--- src/rtl/store_processing_unit_pkg.sv ---
// Shared definitions for the load/store processing units: FUNC3 codes,
// the store FSM state encoding and the store legality check.
package store_processing_unit_pkg;

  localparam logic [2:0] F3_SB  = 3'b000;
  localparam logic [2:0] F3_LB  = 3'b000;
  localparam logic [2:0] F3_SH  = 3'b001;
  localparam logic [2:0] F3_LH  = 3'b001;
  localparam logic [2:0] F3_SW  = 3'b010;
  localparam logic [2:0] F3_LW  = 3'b010;
  localparam logic [2:0] F3_LBU = 3'b100;
  localparam logic [2:0] F3_LHU = 3'b101;

  typedef enum logic [1:0] {
    ST_IDLE  = 2'd0,
    ST_READ  = 2'd1,
    ST_WRITE = 2'd2
  } spuState_e;

  // True when the store is a known opcode and its address suits its size.
  function automatic logic storeAccepted(logic [2:0] func3, logic [1:0] offset);
    logic ok;
    case (func3)
      F3_SB:   ok = 1'b1;
      F3_SH:   ok = ~offset[0];
      F3_SW:   ok = (offset == 2'b00);
      default: ok = 1'b0;
    endcase
    return ok;
  endfunction

endpackage

--- src/rtl/store_lane_merge.sv ---
// Combinational lane merge: drops the store data onto its byte/halfword lane
// of the old memory word, leaving the other lanes untouched.
module store_lane_merge
  import store_processing_unit_pkg::*;
(
  input  logic [2:0]  func3_i,
  input  logic [1:0]  offset_i,
  input  logic [31:0] write_data_i,
  input  logic [31:0] old_word_i,
  output logic [31:0] merged_word_o
);

  // Start from the old word and overwrite only the lane the store targets.
  always_comb begin
    merged_word_o = old_word_i;
    case (func3_i)
      F3_SB: begin
        case (offset_i)
          2'd0: merged_word_o[7:0]   = write_data_i[7:0];
          2'd1: merged_word_o[15:8]  = write_data_i[7:0];
          2'd2: merged_word_o[23:16] = write_data_i[7:0];
          default: merged_word_o[31:24] = write_data_i[7:0];
        endcase
      end
      F3_SH: begin
        if (offset_i[1]) merged_word_o[31:16] = write_data_i[15:0];
        else             merged_word_o[15:0]  = write_data_i[15:0];
      end
      F3_SW:   merged_word_o = write_data_i;
      default: merged_word_o = old_word_i;
    endcase
  end

endmodule

--- src/rtl/store_processing_unit.sv ---
// Store path of the MEM stage: accepts SB/SH/SW, performs read-modify-write
// on a word-only memory, stalls the pipeline until the write lands and
// rejects misaligned or unknown stores with a one-cycle fault pulse.
module store_processing_unit
  import store_processing_unit_pkg::*;
#(
  parameter int ADDR_WIDTH = 32,
  parameter bit SW_BYPASS  = 1'b1
) (
  input  logic                  clk_i,
  input  logic                  rst_ni,
  input  logic                  store_req_i,
  input  logic [2:0]            func3_i,
  input  logic [ADDR_WIDTH-1:0] address_i,
  input  logic [31:0]           write_data_i,
  output logic                  busywait_o,
  output logic                  store_fault_o,
  output logic                  mem_read_o,
  output logic                  mem_write_o,
  output logic [ADDR_WIDTH-3:0] mem_address_o,
  output logic [31:0]           mem_writedata_o,
  input  logic [31:0]           mem_readdata_i,
  input  logic                  mem_busywait_i
);

  spuState_e             state_q, state_d;
  logic [2:0]            func3_q, func3_d;
  logic [ADDR_WIDTH-1:0] addr_q, addr_d;
  logic [31:0]           wdata_q, wdata_d;
  logic [31:0]           memWdata_q, memWdata_d;
  logic                  fault_q, fault_d;
  logic [31:0]           mergedWord;

  store_lane_merge u_merge (
    .func3_i       (func3_q),
    .offset_i      (addr_q[1:0]),
    .write_data_i  (wdata_q),
    .old_word_i    (mem_readdata_i),
    .merged_word_o (mergedWord)
  );

  // Registered state and the latched store; reset abandons any store in flight.
  always_ff @(posedge clk_i or negedge rst_ni) begin
    if (!rst_ni) begin
      state_q    <= ST_IDLE;
      func3_q    <= '0;
      addr_q     <= '0;
      wdata_q    <= '0;
      memWdata_q <= '0;
      fault_q    <= 1'b0;
    end else begin
      state_q    <= state_d;
      func3_q    <= func3_d;
      addr_q     <= addr_d;
      wdata_q    <= wdata_d;
      memWdata_q <= memWdata_d;
      fault_q    <= fault_d;
    end
  end

  // Next-state, latch control and strobe/stall decode from the current state.
  always_comb begin
    state_d     = state_q;
    func3_d     = func3_q;
    addr_d      = addr_q;
    wdata_d     = wdata_q;
    memWdata_d  = memWdata_q;
    fault_d     = 1'b0;
    busywait_o  = 1'b0;
    mem_read_o  = 1'b0;
    mem_write_o = 1'b0;
    case (state_q)
      ST_IDLE: begin
        if (store_req_i) begin
          if (storeAccepted(func3_i, address_i[1:0])) begin
            busywait_o = 1'b1;
            func3_d    = func3_i;
            addr_d     = address_i;
            wdata_d    = write_data_i;
            if (SW_BYPASS && (func3_i == F3_SW)) begin
              memWdata_d = write_data_i;
              state_d    = ST_WRITE;
            end else begin
              state_d = ST_READ;
            end
          end else begin
            fault_d = 1'b1;
          end
        end
      end
      ST_READ: begin
        busywait_o = 1'b1;
        mem_read_o = 1'b1;
        if (!mem_busywait_i) begin
          memWdata_d = mergedWord;
          state_d    = ST_WRITE;
        end
      end
      ST_WRITE: begin
        busywait_o  = 1'b1;
        mem_write_o = 1'b1;
        if (!mem_busywait_i) state_d = ST_IDLE;
      end
      default: state_d = ST_IDLE;
    endcase
  end

  assign store_fault_o   = fault_q;
  assign mem_address_o   = addr_q[ADDR_WIDTH-1:2];
  assign mem_writedata_o = memWdata_q;

endmodule

--- config.mk ---
export PLATFORM = sky130hd
export DESIGN_NAME = store_processing_unit
export DESIGN_NICKNAME = d
export VERILOG_FILES = /design/src/rtl/store_processing_unit_pkg.sv /design/src/rtl/store_lane_merge.sv /design/src/rtl/store_processing_unit.sv
export SDC_FILE = /design/constraint.sdc
export NUM_CORES = 1
export LEC_CHECK = 0
export BUFFER_PORTS_ARGS = -buffer_cell sky130_fd_sc_hd__buf_4
export CAP_MARGIN = 0
export CORE_MARGIN = 4
export CORE_UTILIZATION = 40
export CTS_CLUSTER_DIAMETER = 40
export DETAILED_ROUTE_END_ITERATION = 16
export GPL_TIMING_DRIVEN = 0
export PLACE_DENSITY = 0.67
export SKIP_LAST_GASP = 1
export SYNTH_ARGS = -nofsm -noshare
export SYNTH_HDL_FRONTEND = slang
export SYNTH_SLANG_ARGS = --single-unit
--- constraint.sdc ---
create_clock -name clk_i -period 2.4 [get_ports clk_i]
set_input_delay 0.24 -clock clk_i [delete_from_list [all_inputs] [get_ports clk_i]]
set_output_delay 0.24 -clock clk_i [all_outputs]
set_load 0.01 [all_outputs]
==> impl_results.md, run 1 <==
* Final instance area at about 7200 um^2
* Register-to-Register Path Depth at 10
* Via count of the first global-routing pass at between 4000 and 5000
* Setup slack of the worst register-to-register path at between 0.08 and 0.09 ns
* Congestion Overflow GR at 0
* Cell area after synthesis at roughly 5200 um^2
* Starting Density at approximately two fifths
* Diode insertion count for antenna repair at 0
* CTS max path bufs at 2
* Sort of element at the end of the critical path: flip-flop
* Global-route total usage across every layer at 20.65%
* Tot Pwr at slightly above 9 mW
* Filler Cells Inserted at around 1200
* Number of cells on the critical path at 10
* Reg2Reg Capture Point: mem_writedata_o[27]
* Clock tree from TritonCTS: yes
* Boundary pin count at approximately 170
* Global-route wire length before repair at about 24 mm
* Most used cell along the critical path: sky130_fd_sc_hd__buf_6
* Post-Route WL at ~16 mm
* Cell type contributing the most total cell area after synthesis: sky130_fd_sc_hd__dfrtp_1
* CP endpoint: mem_writedata_o[27]
* CP Launch Point: state_q[1]
* Cell with the largest stage delay on the worst path: sky130_fd_sc_hd__or4_4
* Antenna violations before repair at 0
* Asr flop ratio synth at between 90% and 100%
* Highest attainable clock frequency at ~0.43 GHz
* Actual transition at the worst max-transition pin at about 1.1 ns
* Final Setup Violations at 0
* Cell-by-cell listing of the critical path: inv_2 > ha_2 > buf_6 > nand2_2 > or4_4 > buf_6 > a22o_4 > buf_6 > a22oi_2 > o21ai_0
* Time the worst path needs with I/O delays and setup at about 2.3 ns
* Yosys cell types at 43
* Via density per instance at 5.415
* Kind of critical path: flip-flop to flip-flop
* Via count at 4500
* Crit path required time at ~2.6 ns
* Cell count after synthesis at 463
* Power density over the cells at 1265 nW/um^2
* Multi-input gate area at 2345 um^2
* Number of violations of the max-capacitance limit at 0
* Master cell of the clock root buffer: sky130_fd_sc_hd__clkbuf_16
* CP peak stage delay at between 0.4 and 0.5 ns
* Die width at ~120 um
* Path class of the lowest-slack min-delay path: primary input to flip-flop
* Proportion of netlist area held by the largest area contributor at 48.86%
* Proportion of layout cells with a drive suffix above 1 at about half
* Count of TritonRoute iterations in the first routing pass at 5
* Clk_lat worst skew at approximately 0.35 ns
* Sinks on Clock Net at slightly above 100
* Peak VDD IR at just over 500 uV
* Port-buffer cells at between 150 and 200
* Number of flops mapped to enable cells by yosys at 0
* Die outline height at 122.3 um
* Final number of max-transition violations at 0
* Number of remaining DRC errors at 0
* Leakage power of the design at around 3.3 nW
* Setup_tns at 0 ns
* Family of cells with the greatest summed delay on the critical path: simple AND/OR/NAND/NOR gates
* Synth-to-Final Area Change at 38.04%
* Post-route clock period utilization at 96.32%
* Cell Area, Placed at about 6700 um^2
* Routability congestion estimate at 0.8723
* Nature of the critical path startpoint: flip-flop
* Sum of buffers and inverters on the critical path at 4
* Main synth FF type: sky130_fd_sc_hd__dfrtp_1
* Footprint of the flip-flops and latches at roughly 2600 um^2
* Worst setup slack after layout at 0.08837 ns
* Largest cells by area after synthesis: sky130_fd_sc_hd__dfrtp_1 (49%), sky130_fd_sc_hd__mux2_2 (15%), sky130_fd_sc_hd__buf_4 (4.5%), sky130_fd_sc_hd__a21oi_1 (3.3%), sky130_fd_sc_hd__a221o_1 (3.1%)
* Count of nets left with antenna violations after detail routing at 0
* Average footprint of a synthesized cell at about 11 um^2
* WP data arrival at around 2.5 ns
* RR Startpoint: state_q[1]
* Final clock skew at roughly 0.007 ns
* Total count of hold-check failures in the final report at 0
* Outcome: finished clean
* Pin count of the biggest net entering global routing at about 100
* Count of warnings emitted by yosys at 0
* Number of buffers inserted during clock tree synthesis at 9
* Number of violations reported at the end of detailed-routing iteration 0 at approximately 240
* WL/cell at 18.93 um
* Part of the Yosys area used for sequential elements at between 40% and 50%
* Post-layout util at about 57%
* Placement-stage worst setup slack at -0.5362 ns
* DIE AREA at around 15000 um^2
* Highest fanout seen on the critical path at 10
* Final #Nets at between 700 and 800
* Worst relative slew slack at about a quarter
* Total half-perimeter wirelength after legalization and detailed placement at 11.41 mm
* Core Box Area at about 13000 um^2
* Post-synthesis net count at 570
* Standard-cell rows at 41
* Flip-flop and latch count after synthesis at roughly 100
* Clk slew on worst S/H paths at roughly 0.070 ns
* H-tree lvl count at 3
## routing by layer
layer,vias up,GRT usage [%],part of all wire (%)
met4,0,7.768,1.9
met1,2197,26.96,42
met2,196,33.94,48
met3,17,4.286,7.6
li1,2090,-,-
met5,-,0,0
## what timing repair did
item,CTS,global route
buffers inserted,4,6
pin swaps,2,1
endpoints found under the hold margin,0,25
setup endpoints to repair,100,33
resized for setup,12,13
hold buffers,0,1
## how the worst min path moves through the flow
stage | cells after the start | endpoint | slack, ns | startpoint
after detailed placement | 2 | mem_writedata_o[18] | 0.47 | mem_writedata_o[18]
after CTS | 2 | addr_q[4] | 0.11 | address_i[4]
after global routing | 2 | addr_q[27] | 0.12 | address_i[27]
after floorplan | 0 | addr_q[0] | -0.06 | rst_ni
final | 2 | addr_q[4] | 0.12 | address_i[4]
after global placement | 2 | mem_writedata_o[21] | 0.46 | mem_writedata_o[21]
## logic make-up (layout without fill, tap and decap cells)
| kind of cell | after synthesis | after routing | share of synthesized area (%) |
|---|---|---|---|
| AND/OR/NAND/NOR | 74 | 74 | 6.683 |
| buffers and inverters | 61 | 257 | 7.425 |
| multiplexers | 79 | 79 | 16.84 |
| AO/OA/AOI/OAI | 143 | 143 | 19.23 |
| adder cells (fa/ha/maj) | 4 | 4 | 0.9581 |
| flip-flops | 102 | 102 | 48.86 |
## sequential cells by signal (all words and copies together) (netlist names)
name	count
state_q	2
func3_q	3
addr_q	32
store_fault_o	1
wdata_q	32
mem_writedata_o	32
## report_power, final
group / switching [mW] / internal (mW)
sequential: 0.679 / 2.53
combinational: 2.03 / 2.34
clock: 0.657 / 0.871
total: 3.37 / 5.75
## cells in the final DEF, fill, tap and decap left out, types with 3 or more instances in the layout
| master | synthesis | final |
|---|---|---|
| sky130_fd_sc_hd__a221o_1 | 16 | 16 |
| sky130_fd_sc_hd__o21ai_0 | 31 | 31 |
| sky130_fd_sc_hd__buf_6 | 4 | 6 |
| sky130_fd_sc_hd__buf_2 | 10 | 8 |
| sky130_fd_sc_hd__mux2i_1 | 8 | 8 |
| sky130_fd_sc_hd__clkbuf_16 | 0 | 9 |
| sky130_fd_sc_hd__a21oi_1 | 34 | 34 |
| sky130_fd_sc_hd__nand2_1 | 18 | 17 |
| sky130_fd_sc_hd__o22ai_1 | 16 | 16 |
| sky130_fd_sc_hd__a22oi_1 | 6 | 6 |
| sky130_fd_sc_hd__buf_4 | 31 | 208 |
| sky130_fd_sc_hd__nor2_1 | 28 | 26 |
| sky130_fd_sc_hd__clkinvlp_4 | 0 | 3 |
| sky130_fd_sc_hd__inv_1 | 7 | 5 |
| sky130_fd_sc_hd__mux2_2 | 71 | 71 |
| sky130_fd_sc_hd__o21ai_1 | 3 | 3 |
| sky130_fd_sc_hd__a221oi_1 | 16 | 16 |
| sky130_fd_sc_hd__dfrtp_1 | 102 | 102 |
| sky130_fd_sc_hd__and2_1 | 8 | 8 |
| sky130_fd_sc_hd__o221ai_1 | 8 | 8 |
| sky130_fd_sc_hd__clkbuf_1 | 7 | 6 |
| sky130_fd_sc_hd__nand2b_1 | 9 | 9 |
## cells in the mapped netlist (2+ instances only)
master / number
sky130_fd_sc_hd__a21oi_1: 34
sky130_fd_sc_hd__a221o_1: 16
sky130_fd_sc_hd__a221oi_1: 16
sky130_fd_sc_hd__a22oi_1: 6
sky130_fd_sc_hd__a22oi_4: 2
sky130_fd_sc_hd__and2_1: 8
sky130_fd_sc_hd__buf_2: 10
sky130_fd_sc_hd__buf_4: 31
sky130_fd_sc_hd__buf_6: 4
sky130_fd_sc_hd__clkbuf_1: 7
sky130_fd_sc_hd__dfrtp_1: 102
sky130_fd_sc_hd__ha_1: 4
sky130_fd_sc_hd__inv_1: 7
sky130_fd_sc_hd__mux2_2: 71
sky130_fd_sc_hd__mux2i_1: 8
sky130_fd_sc_hd__nand2_1: 18
sky130_fd_sc_hd__nand2b_1: 9
sky130_fd_sc_hd__nor2_1: 28
sky130_fd_sc_hd__nor2b_1: 2
sky130_fd_sc_hd__nor3_1: 2
sky130_fd_sc_hd__nor4_1: 2
sky130_fd_sc_hd__o21ai_0: 31
sky130_fd_sc_hd__o21ai_1: 3
sky130_fd_sc_hd__o221ai_1: 8
sky130_fd_sc_hd__o22ai_1: 16
## metrics by stage
step,std cells,hold WS [ns]
after global routing,831,0.1154
after global placement,803,0.4649
after floorplan,463,-0.05559
after detailed placement,803,0.4746
final,831,0.1230
after CTS,823,0.1076
## cell type report
| type | instances | share of cell area (%) |
|---|---|---|
| Inverter | 8 | 0.4685 |
| Sequential cell | 102 | 35.40 |
| Timing Repair Buffer | 180 | 19.16 |
| Buffer | 53 | 5.171 |
| Tap cell | 172 | 2.985 |
| Multi-Input combinational cell | 300 | 32.52 |
| Clock inverter | 4 | 0.7461 |
| Clock buffer | 12 | 3.557 |
Note: power is estimated with default switching activity, not from simulation.
==> run 2: changes to the inputs <==
--- a/config.mk
+++ b/config.mk
@@ -9,10 +9,11 @@
 export CAP_MARGIN = 0
 export CORE_MARGIN = 4
 export CORE_UTILIZATION = 40
+export CTS_BUF_LIST = sky130_fd_sc_hd__clkbuf_8
 export CTS_CLUSTER_DIAMETER = 40
 export DETAILED_ROUTE_END_ITERATION = 16
 export GPL_TIMING_DRIVEN = 0
-export PLACE_DENSITY = 0.67
+export PLACE_DENSITY = 0.64
 export SKIP_LAST_GASP = 1
 export SYNTH_ARGS = -nofsm -noshare
 export SYNTH_HDL_FRONTEND = slang
==> constraint.sdc (replaced) <==
create_clock -name clk_i -period 3 [get_ports clk_i]
set_input_delay 0.3 -clock clk_i [delete_from_list [all_inputs] [get_ports clk_i]]
set_output_delay 0.3 -clock clk_i [all_outputs]
set_load 0.01 [all_outputs]
==> impl_results.md, run 2 (synthesis results as in run 1) <==
* Path class of the lowest-slack min-delay path: primary input to asynchronous set/reset pin (was primary input to flip-flop)
* Diode insertion count for antenna repair at 0 (unchanged)
* Final number of max-transition violations at 0 (unchanged)
* Cell Area, Placed at 6706 um^2 (was 6700 um^2)
* Power density over the cells at 975.3 nW/um^2 (was 1265 nW/um^2)
* Leading cell types in the layout, fill and taps excluded: sky130_fd_sc_hd__buf_4 (198), sky130_fd_sc_hd__dfrtp_1 (102), sky130_fd_sc_hd__mux2_2 (71), sky130_fd_sc_hd__a21oi_1 (34), sky130_fd_sc_hd__o21ai_0 (31) (was sky130_fd_sc_hd__buf_4 (208), sky130_fd_sc_hd__dfrtp_1 (102), sky130_fd_sc_hd__mux2_2 (71), sky130_fd_sc_hd__a21oi_1 (34), sky130_fd_sc_hd__o21ai_0 (31))
* WP data arrival at 3.07 ns (was 2.53 ns)
* Number of non-filler instances in the completed layout at 819 (was 831)
* WL/cell at 19.66 um (was 18.93 um)
* Port-buffer cells at 168 (unchanged)
* Most used cell along the critical path: sky130_fd_sc_hd__buf_6 (unchanged)
* Boundary pin count at 169 (unchanged)
* Cell-by-cell listing of the critical path: inv_1 > ha_1 > buf_2 > nand2_1 > or4_1 > buf_6 > buf_6 > nor2_1 > a22oi_1 > o21ai_1 (was inv_2 > ha_2 > buf_6 > nand2_2 > or4_4 > buf_6 > a22o_4 > buf_6 > a22oi_2 > o21ai_0)
* Peak VDD IR at 430.8 uV (was 515.6 uV)
* H-tree lvl count at 3 (unchanged)
* Final Setup Violations at 0 (unchanged)
* Pin count of the biggest net entering global routing at 103 (unchanged)
* RR Startpoint: state_q[0] (was state_q[1])
* Register-to-Register Path Depth at 10 (unchanged)
* Master cell of the clock root buffer: sky130_fd_sc_hd__clkbuf_8 (was sky130_fd_sc_hd__clkbuf_16)
* Number of remaining DRC errors at 0 (unchanged)
* Antenna violations before repair at 0 (unchanged)
* Reg2Reg Capture Point: mem_writedata_o[29] (was mem_writedata_o[27])
* Placement-stage worst setup slack at -0.04256 ns (was -0.5362 ns)
* Total count of hold-check failures in the final report at 0 (unchanged)
* Setup slack of the worst register-to-register path at 0.21 ns (was 0.09 ns)
* Commonest non-fill, non-tap cell in the layout: sky130_fd_sc_hd__buf_4 (unchanged)
* Starting Density at 41.06% (unchanged)
* Clk slew on worst S/H paths at 0.10 ns (was 0.07 ns)
* Final instance area at 6888 um^2 (was 7211 um^2)
* Proportion of layout cells with a drive suffix above 1 at 47.45% (was 50.23%)
* Final clock skew at 0.02085 ns (was 0.006984 ns)
* Total half-perimeter wirelength after legalization and detailed placement at 11.59 mm (was 11.41 mm)
* Count of placed standard cells including taps at 803 (unchanged)
* Routability congestion estimate at 0.8399 (was 0.8723)
* Worst relative slew slack at 21.13% (was 24.35%)
* Standard-cell rows at 41 (unchanged)
* Buffer count from post-CTS setup fixing at 0 (was 4)
* CP peak stage delay at 0.53 ns (was 0.49 ns)
* Global-route total usage across every layer at 21.32% (was 20.65%)
* Count of nets left with antenna violations after detail routing at 0 (unchanged)
* RSZ-0062 raised after global routing: false
* Sinks on Clock Net at 102 (unchanged)
* Clk_lat worst skew at 0.37 ns (was 0.35 ns)
* Clock tree from TritonCTS: yes (unchanged)
* Filler Cells Inserted at 1159 (unchanged)
* Worst setup slack after layout at 0.2123 ns (was 0.08837 ns)
* Crit path required time at 3.28 ns (was 2.62 ns)
* Number of violations of the max-capacitance limit at 0 (unchanged)
* Count of TritonRoute iterations in the first routing pass at 5 (unchanged)
* Congestion Overflow GR at 0 (unchanged)
* Highest attainable clock frequency at 0.3587 GHz (was 0.4326 GHz)
* Post-layout util at 54.14% (was 56.68%)
* Final #Nets at 749 (was 761)
* Highest fanout seen on the critical path at 10 (unchanged)
* Global-route wire length before repair at 24.38 mm (was 23.78 mm)
* CTS max path bufs at 2 (unchanged)
* Via density per instance at 5.495 (was 5.415)
* Nature of the critical path startpoint: flip-flop (unchanged)
* Die width at 122.3 um (unchanged)
* Post-Route WL at 16.10 mm (was 15.73 mm)
* Cell with the largest stage delay on the worst path: sky130_fd_sc_hd__nor2_1 (was sky130_fd_sc_hd__or4_4)
* Time the worst path needs with I/O delays and setup at 2.788 ns (was 2.312 ns)
* Number of violations reported at the end of detailed-routing iteration 0 at 314 (was 238)
* Actual transition at the worst max-transition pin at 1.174 ns (was 1.126 ns)
* Kind of critical path: flip-flop to flip-flop (unchanged)
* Post-route clock period utilization at 92.92% (was 96.32%)
* Core Box Area at 12720 um^2 (unchanged)
* Via count of the first global-routing pass at 4559 (was 4567)
* Leakage power of the design at 3.208 nW (was 3.330 nW)
* Number of buffers inserted during clock tree synthesis at 9 (unchanged)
* Sort of element at the end of the critical path: flip-flop (unchanged)
* Synth-to-Final Area Change at 31.86% (was 38.04%)
* Die outline height at 122.3 um (unchanged)
* DIE AREA at 14950 um^2 (unchanged)
* Outcome: finished clean (unchanged)
* Via count at 4500 (unchanged)
-- run 2: timing repair --
action | CTS | global route
setup endpoints to repair | 1 | 1
gates resized for setup | 2 | 2
hold buffers | 0 | 0
endpoints found under the hold margin | 0 | 0
-- run 2: how the worst max path moves through the flow --
stage	start	to
final	state_q[0]	mem_writedata_o[29]
after global placement	state_q[0]	busywait_o
after floorplan	state_q[0]	mem_writedata_o[27]
after global routing	state_q[1]	mem_writedata_o[29]
after CTS	state_q[0]	busywait_o
after detailed placement	state_q[1]	busywait_o
-- run 2: layer usage --
layer	wire length (um)	part of all wire, %	global-route usage, %
met1	6637	41	28.16
met2	7756	48	33.84
met3	1241	7.7	5.069
met4	466	2.9	8.747
met5	0	0	0
-- run 2: where the power goes --
part	internal [mW]	switching, mW	total, mW
clock network	0.291	0.477	0.768
logic	1.77	1.62	3.39
registers	2.02	0.535	2.56
-- run 2: worst max-delay path: cells and delay by family (launching register included) --
family                   cells  cell delay [ns]
flip-flops                   1             0.42
AND/OR/NAND/NOR              3             1.18
buffers and inverters        4             0.64
adder cells (fa/ha/maj)      1             0.15
AO/OA/AOI/OAI                2             0.30
-- run 2: cell type report --
class | count | area (um^2) | area share (%)
timing repair buffer | 168 | 1265 | 18.37
clock inverter | 7 | 35.03 | 0.5086
tap | 172 | 215.2 | 3.124
sequential | 102 | 2552 | 37.06
inverter | 8 | 30.03 | 0.4360
clock buffer | 9 | 123.9 | 1.798
multi-input combinational | 300 | 2307 | 33.50
buffer | 53 | 359.1 | 5.213
-- run 2: per-stage QoR --
stage	hold WS, ns	total power [mW]	setup TNS, ns
after floorplan	0.004409	4.523	0
after global placement	0.4695	5.856	0
after detailed placement	0.4768	5.962	-0.04256
after CTS	0.1385	6.738	0
after global routing	0.1109	7.199	0
final	0.005026	6.718	0
